$ cat config.mk
export PLATFORM = sky130hd
export DESIGN_NAME = power_feature_extractor
export DESIGN_NICKNAME = d
export VERILOG_FILES = /design/src/rtl/power_feature_extractor.sv
export SDC_FILE = /design/constraint.sdc
export NUM_CORES = 1
export LEC_CHECK = 0
export CAP_MARGIN = 5
export CORE_UTILIZATION = 40
export DETAILED_ROUTE_END_ITERATION = 16
export MAX_ROUTING_LAYER = met4
export SETUP_SLACK_MARGIN = 0.4
export SYNTH_ARGS = -nofsm -noshare
export SYNTH_HDL_FRONTEND = slang
export SYNTH_SLANG_ARGS = --single-unit
$ cat constraint.sdc
create_clock -name clk -period 4.6 [get_ports clk]
set_input_delay 0.92 -clock clk [delete_from_list [all_inputs] [get_ports clk]]
set_output_delay 0.92 -clock clk [all_outputs]
set_load 0.02 [all_outputs]
$ cat src/rtl/power_feature_extractor.sv
// Windowed power-trace feature extractor feeding the fuzzy attack detector.
// Emits energy, peak, mean and Hamming-distance features once per window.
module power_feature_extractor #(
  parameter int SAMPLE_W = 8,
  parameter int DATA_W   = 8,
  parameter int WIN_LOG2 = 4,
  parameter int ESHIFT   = 4
) (
  input  logic                clk,
  input  logic                rst,
  input  logic                en,
  input  logic                win_clr,
  input  logic                sample_valid,
  output logic                sample_ready,
  input  logic [SAMPLE_W-1:0] sample,
  input  logic [DATA_W-1:0]   data_word,
  output logic [9:0]          energy,
  output logic [9:0]          peak_power,
  output logic [9:0]          mean_power,
  output logic [7:0]          hamming_dist,
  output logic                feat_valid
);

  localparam logic [1:0] S_IDLE  = 2'd0;
  localparam logic [1:0] S_ACCUM = 2'd1;
  localparam logic [1:0] S_LATCH = 2'd2;

  localparam int SUM_W = SAMPLE_W + WIN_LOG2;
  localparam int SQ_W  = 2 * SAMPLE_W + WIN_LOG2;
  localparam int HD_W  = DATA_W + WIN_LOG2;
  localparam int CNT_W = WIN_LOG2 + 1;
  localparam logic [CNT_W-1:0] LAST = CNT_W'((1 << WIN_LOG2) - 1);

  logic [1:0]          r_state;
  logic [SUM_W-1:0]    r_sum;
  logic [SQ_W-1:0]     r_sqsum;
  logic [SAMPLE_W-1:0] r_peak;
  logic [HD_W-1:0]     r_hd;
  logic [CNT_W-1:0]    r_cnt;
  logic [DATA_W-1:0]   r_prev;

  logic                w_acc;
  logic                w_clear;
  logic [HD_W-1:0]     w_pop;
  logic [SQ_W-1:0]     w_sq;
  logic [SQ_W-1:0]     w_esh;
  logic [SUM_W-1:0]    w_mean;
  logic [9:0]          w_energy;
  logic [9:0]          w_mean_sat;
  logic [7:0]          w_hd_sat;

  assign sample_ready = (r_state == S_ACCUM) && en;
  assign w_acc   = sample_ready && sample_valid && !win_clr;
  assign w_clear = (r_state == S_LATCH) ||
                   ((r_state == S_ACCUM) && (!en || win_clr));

  assign w_pop = HD_W'($countones(data_word ^ r_prev));
  assign w_sq  = SQ_W'(sample) * SQ_W'(sample);

  // Saturation is applied only when forming outputs; accumulators are lossless
  assign w_esh      = r_sqsum >> ESHIFT;
  assign w_mean     = r_sum >> WIN_LOG2;
  assign w_energy   = (w_esh > SQ_W'(1023)) ? 10'd1023 : w_esh[9:0];
  assign w_mean_sat = (w_mean > SUM_W'(1023)) ? 10'd1023 : w_mean[9:0];
  assign w_hd_sat   = (r_hd > HD_W'(255)) ? 8'hFF : r_hd[7:0];

  always_ff @(posedge clk or posedge rst) begin
    if (rst) begin
      r_sum   <= '0;
      r_sqsum <= '0;
      r_peak  <= '0;
      r_hd    <= '0;
      r_cnt   <= '0;
      r_prev  <= '0;
    end else if (w_clear) begin
      r_sum   <= '0;
      r_sqsum <= '0;
      r_peak  <= '0;
      r_hd    <= '0;
      r_cnt   <= '0;
    end else if (w_acc) begin
      r_sum   <= r_sum + SUM_W'(sample);
      r_sqsum <= r_sqsum + w_sq;
      r_peak  <= (sample > r_peak) ? sample : r_peak;
      r_hd    <= r_hd + w_pop;
      r_cnt   <= r_cnt + 1'b1;
      r_prev  <= data_word;
    end
  end

  always_ff @(posedge clk or posedge rst) begin
    if (rst) begin
      r_state      <= S_IDLE;
      energy       <= '0;
      peak_power   <= '0;
      mean_power   <= '0;
      hamming_dist <= '0;
      feat_valid   <= 1'b0;
    end else begin
      feat_valid <= 1'b0;
      case (r_state)
        S_IDLE: begin
          if (en) r_state <= S_ACCUM;
        end
        S_ACCUM: begin
          if (!en) r_state <= S_IDLE;
          else if (w_acc && (r_cnt == LAST)) r_state <= S_LATCH;
        end
        S_LATCH: begin
          if (win_clr) begin
            r_state <= S_ACCUM;
          end else begin
            energy       <= w_energy;
            peak_power   <= 10'(r_peak);
            mean_power   <= w_mean_sat;
            hamming_dist <= w_hd_sat;
            feat_valid   <= 1'b1;
            r_state      <= en ? S_ACCUM : S_IDLE;
          end
        end
        default: r_state <= S_IDLE;
      endcase
    end
  end

endmodule

==> run metrics <==
status=finished, final reports clean; Static Leak=~4.5 nW; via count=5588; Setup Skew=between 0.008 and 0.009 ns; WL final=approximately 17000 um; RSZ-0062 raised after global routing=true; Setup Crit Path Kind=input port to flop; Seq/Total Area, Yosys=roughly 36%; CTS buffer count=9; worst vdd ir=between 300 and 400 uV; clk_lat worst skew=~0.36 ns; Max Cap Viol=0; period utilisation layout=97.3%; initial antenna violation count=0; first-pass GRT wire length=about 30000 um; syn avg cell area=slightly below 10 sq um; crit-path max FO=3; H-tree depth=3; crit end category=flop; CTS Hold Buffers Added=0; Mapped Cells=between 700 and 800; top_reg_cell synth=dfrtp_1; Max Clock Freq=between 200 and 250 MHz; antenna viol nets, final=0; final slew viol count=0; Final nets=1001; most common cell after layout, fill and taps aside=dfrtp_1; Seq cells post-synth=102; DR iter-0 viols=roughly 210; IO Port Bufs=between 50 and 60; Final Cell Area=~9300 sq um; drt pass-1 iters=4; required time of the critical path=about 4.8 ns; Netlist Area Pre-Place=~7000 sq um; ys async rst share=between 90% and 100%; Via density=~5.1; total gr overflow=0; pin count of the biggest net entering global routing=60; Avg WL per Cell=between 15 and 20 um; CTS tree=built; Global Route Usage Sum=21.3%; relative slew slack=between 40% and 50%; Area Overhead vs Synth=30.8%; Power Density=~500 nW/um^2; share of layout cells above drive strength 1=between 20% and 30%; count of final setup violators=0; Die ar.=about 18000 sq um; Arr. time, crit path=4.72 ns; Core ar.=approximately 17000 sq um; endpoints failing hold=0; n_diodes=0; gpl congestion=between 0.8 and 0.9; Worst Hold Slack=a little under 0.5 ns; # rows=between 40 and 50; initial core utilization=around two fifths; fin crit period=approximately 4.5 ns; CTS max path bufs=2; synth warn=0; worst hold path class=flop to flop; Chip Width=between 100 and 150 um; IO Pins=61; Post-synth EDFFs=0; Remaining DRCs=0; Reg clk slew, reported paths=around 0.070 ns; number of global-route vias before repair=about 5900; Root Driver=clkbuf_16; slew of the pin with the lowest slew margin=0.895 ns; startpoint types=input port; Distinct cells, synth=between 50 and 60; most frequent cells in the layout=102 x dfrtp_1, 86 x inv_1, 82 x nand2_1; Chip Height=around 140 um; Cell Area, Placed=8520 sq um; clock sink count=just over 100; HPWL Detailed=approximately 13000 um
==> state kept, by name, indices dropped and copies added (netlist names), 2 cells and up <==
register / cells
r_peak: 8
r_sum: 12
r_hd: 12
r_sqsum: 20
hamming_dist: 8
r_prev: 8
r_state: 2
peak_power: 8
r_cnt: 5
energy: 10
mean_power: 8
==> cells in the mapped netlist (all sizes together), types with 2 or more instances <==
master,number,share of area [%]
a21o,8,0.84
dfrtp,102,36
o21ai,45,3.2
nand2,89,4.7
a211oi,2,0.21
fa,43,12
o21bai,4,0.42
nand2b,2,0.18
o211ai,6,0.63
nor3b,2,0.21
nand3,11,0.77
buf,16,1.5
o21a,5,0.53
a31oi,4,0.35
a22o,8,0.98
o22a,8,0.98
xor2,20,2.5
ha,66,12
and4,2,0.25
nand4,3,0.26
nor4,2,0.18
clkbuf,8,0.42
o31ai,4,0.49
mux2,17,2.7
a21boi,3,0.32
or3,2,0.18
nor2,63,3.4
inv,101,5.3
nor2b,4,0.35
a21oi,36,2.7
and3,4,0.35
mux2i,14,2.0
xnor2,21,2.6
nor3,2,0.14
==> worst max-delay path, stage by stage <==
cell and delay [ns]:
buf_8 0.08, clkinvlp_4 0.09, buf_4 0.14, buf_4 0.13
nor2_2 0.09, inv_1 0.07, fa_1 0.52, xor2_1 0.18
xnor2_1 0.11, fa_1 0.49, inv_1 0.06, fa_1 0.53
inv_1 0.07, ha_4 0.25, a21oi_2 0.13, o211ai_1 0.09
a21o_1 0.20, a221oi_4 0.30, xor2_1 0.19, o21ai_1 0.07
==> where the power goes <==
group / internal, mW / switching (mW) / total, mW
logic: 1.41 / 1.46 / 2.87
clock network: 0.390 / 0.371 / 0.762
registers: 0.966 / 0.0793 / 1.05
==> layout make-up <==
cell class / instances / area [sq um]
Inverter: 102 / 410
Fill cell: 1521 / 8030
Clock buffer: 10 / 239
Tap cell: 225 / 282
Timing Repair Buffer: 145 / 1260
Multi-Input combinational cell: 511 / 4540
Clock inverter: 6 / 52.6
Sequential cell: 102 / 2550
==> path summary, 6_finish.rpt <==
check | startpoint | endpoint | slack (ns) | cells past startpoint
setup / recovery | sample[7] | r_sqsum[17]$_DFFE_PP0P_ | 0.13 | 20
hold / removal | r_cnt[4]$_DFFE_PP0P_ | r_cnt[4]$_DFFE_PP0P_ | 0.49 | 2
setup reg to reg | r_sqsum[6]$_DFFE_PP0P_ | r_sqsum[11]$_DFFE_PP0P_ | 0.61 | 14
hold reg to reg | r_cnt[4]$_DFFE_PP0P_ | r_cnt[4]$_DFFE_PP0P_ | 0.49 | 2
max in group asynchronous | rst | r_hd[5]$_DFFE_PP0P_ | 2.84 | 3
min in group asynchronous | rst | r_hd[4]$_DFFE_PP0P_ | 1.05 | 2
==> metrics by stage <==
stage          util [%]  TNS (ns)  setup slack, ns  std cells  total power, mW
2_1_floorplan         -         0           0.0700        739             2.68
3_3_place_gp       49.1     -8.82           -0.749       1060             3.39
3_5_place_dp       49.1     -9.54           -0.824       1060             3.45
4_1_cts            52.5         0            0.106       1094             4.40
5_1_grt            53.8    -0.205          -0.0999       1101             5.09
6_report           53.8         0            0.126       1101             4.67
==> kinds of logic (layout without fill, tap and decap cells) <==
kind of cell / Yosys count / after routing / synth area share [%]
simple gates: 189 / 189 / 11.3
compound gates: 137 / 137 / 12.2
buf+inv: 126 / 263 / 7.30
fa+ha+maj: 109 / 109 / 23.6
flops: 102 / 102 / 35.8
xor+xnor: 41 / 41 / 5.03
mux: 31 / 31 / 4.65
other cells: 1 / 4 / 0.0526
==> metal layers <==
layer | vias up | part of all wire [%] | global-route usage (%) | wire length (um)
met4 | 0 | 1.9 | 5.74 | 330
li1 | 2684 | - | - | -
met2 | 99 | 51 | 35.6 | 8970
met3 | 24 | 3.2 | 3.40 | 563
met1 | 2781 | 44 | 26.6 | 7600
met5 | - | 0 | - | 0
==> what timing repair did <==
action	4_1_cts	5_1_grt
pin swaps	39	32
resized for setup	82	45
buffers inserted	18	7
endpoints found under the setup margin	22	19
Power figures use the tool's default switching activity.
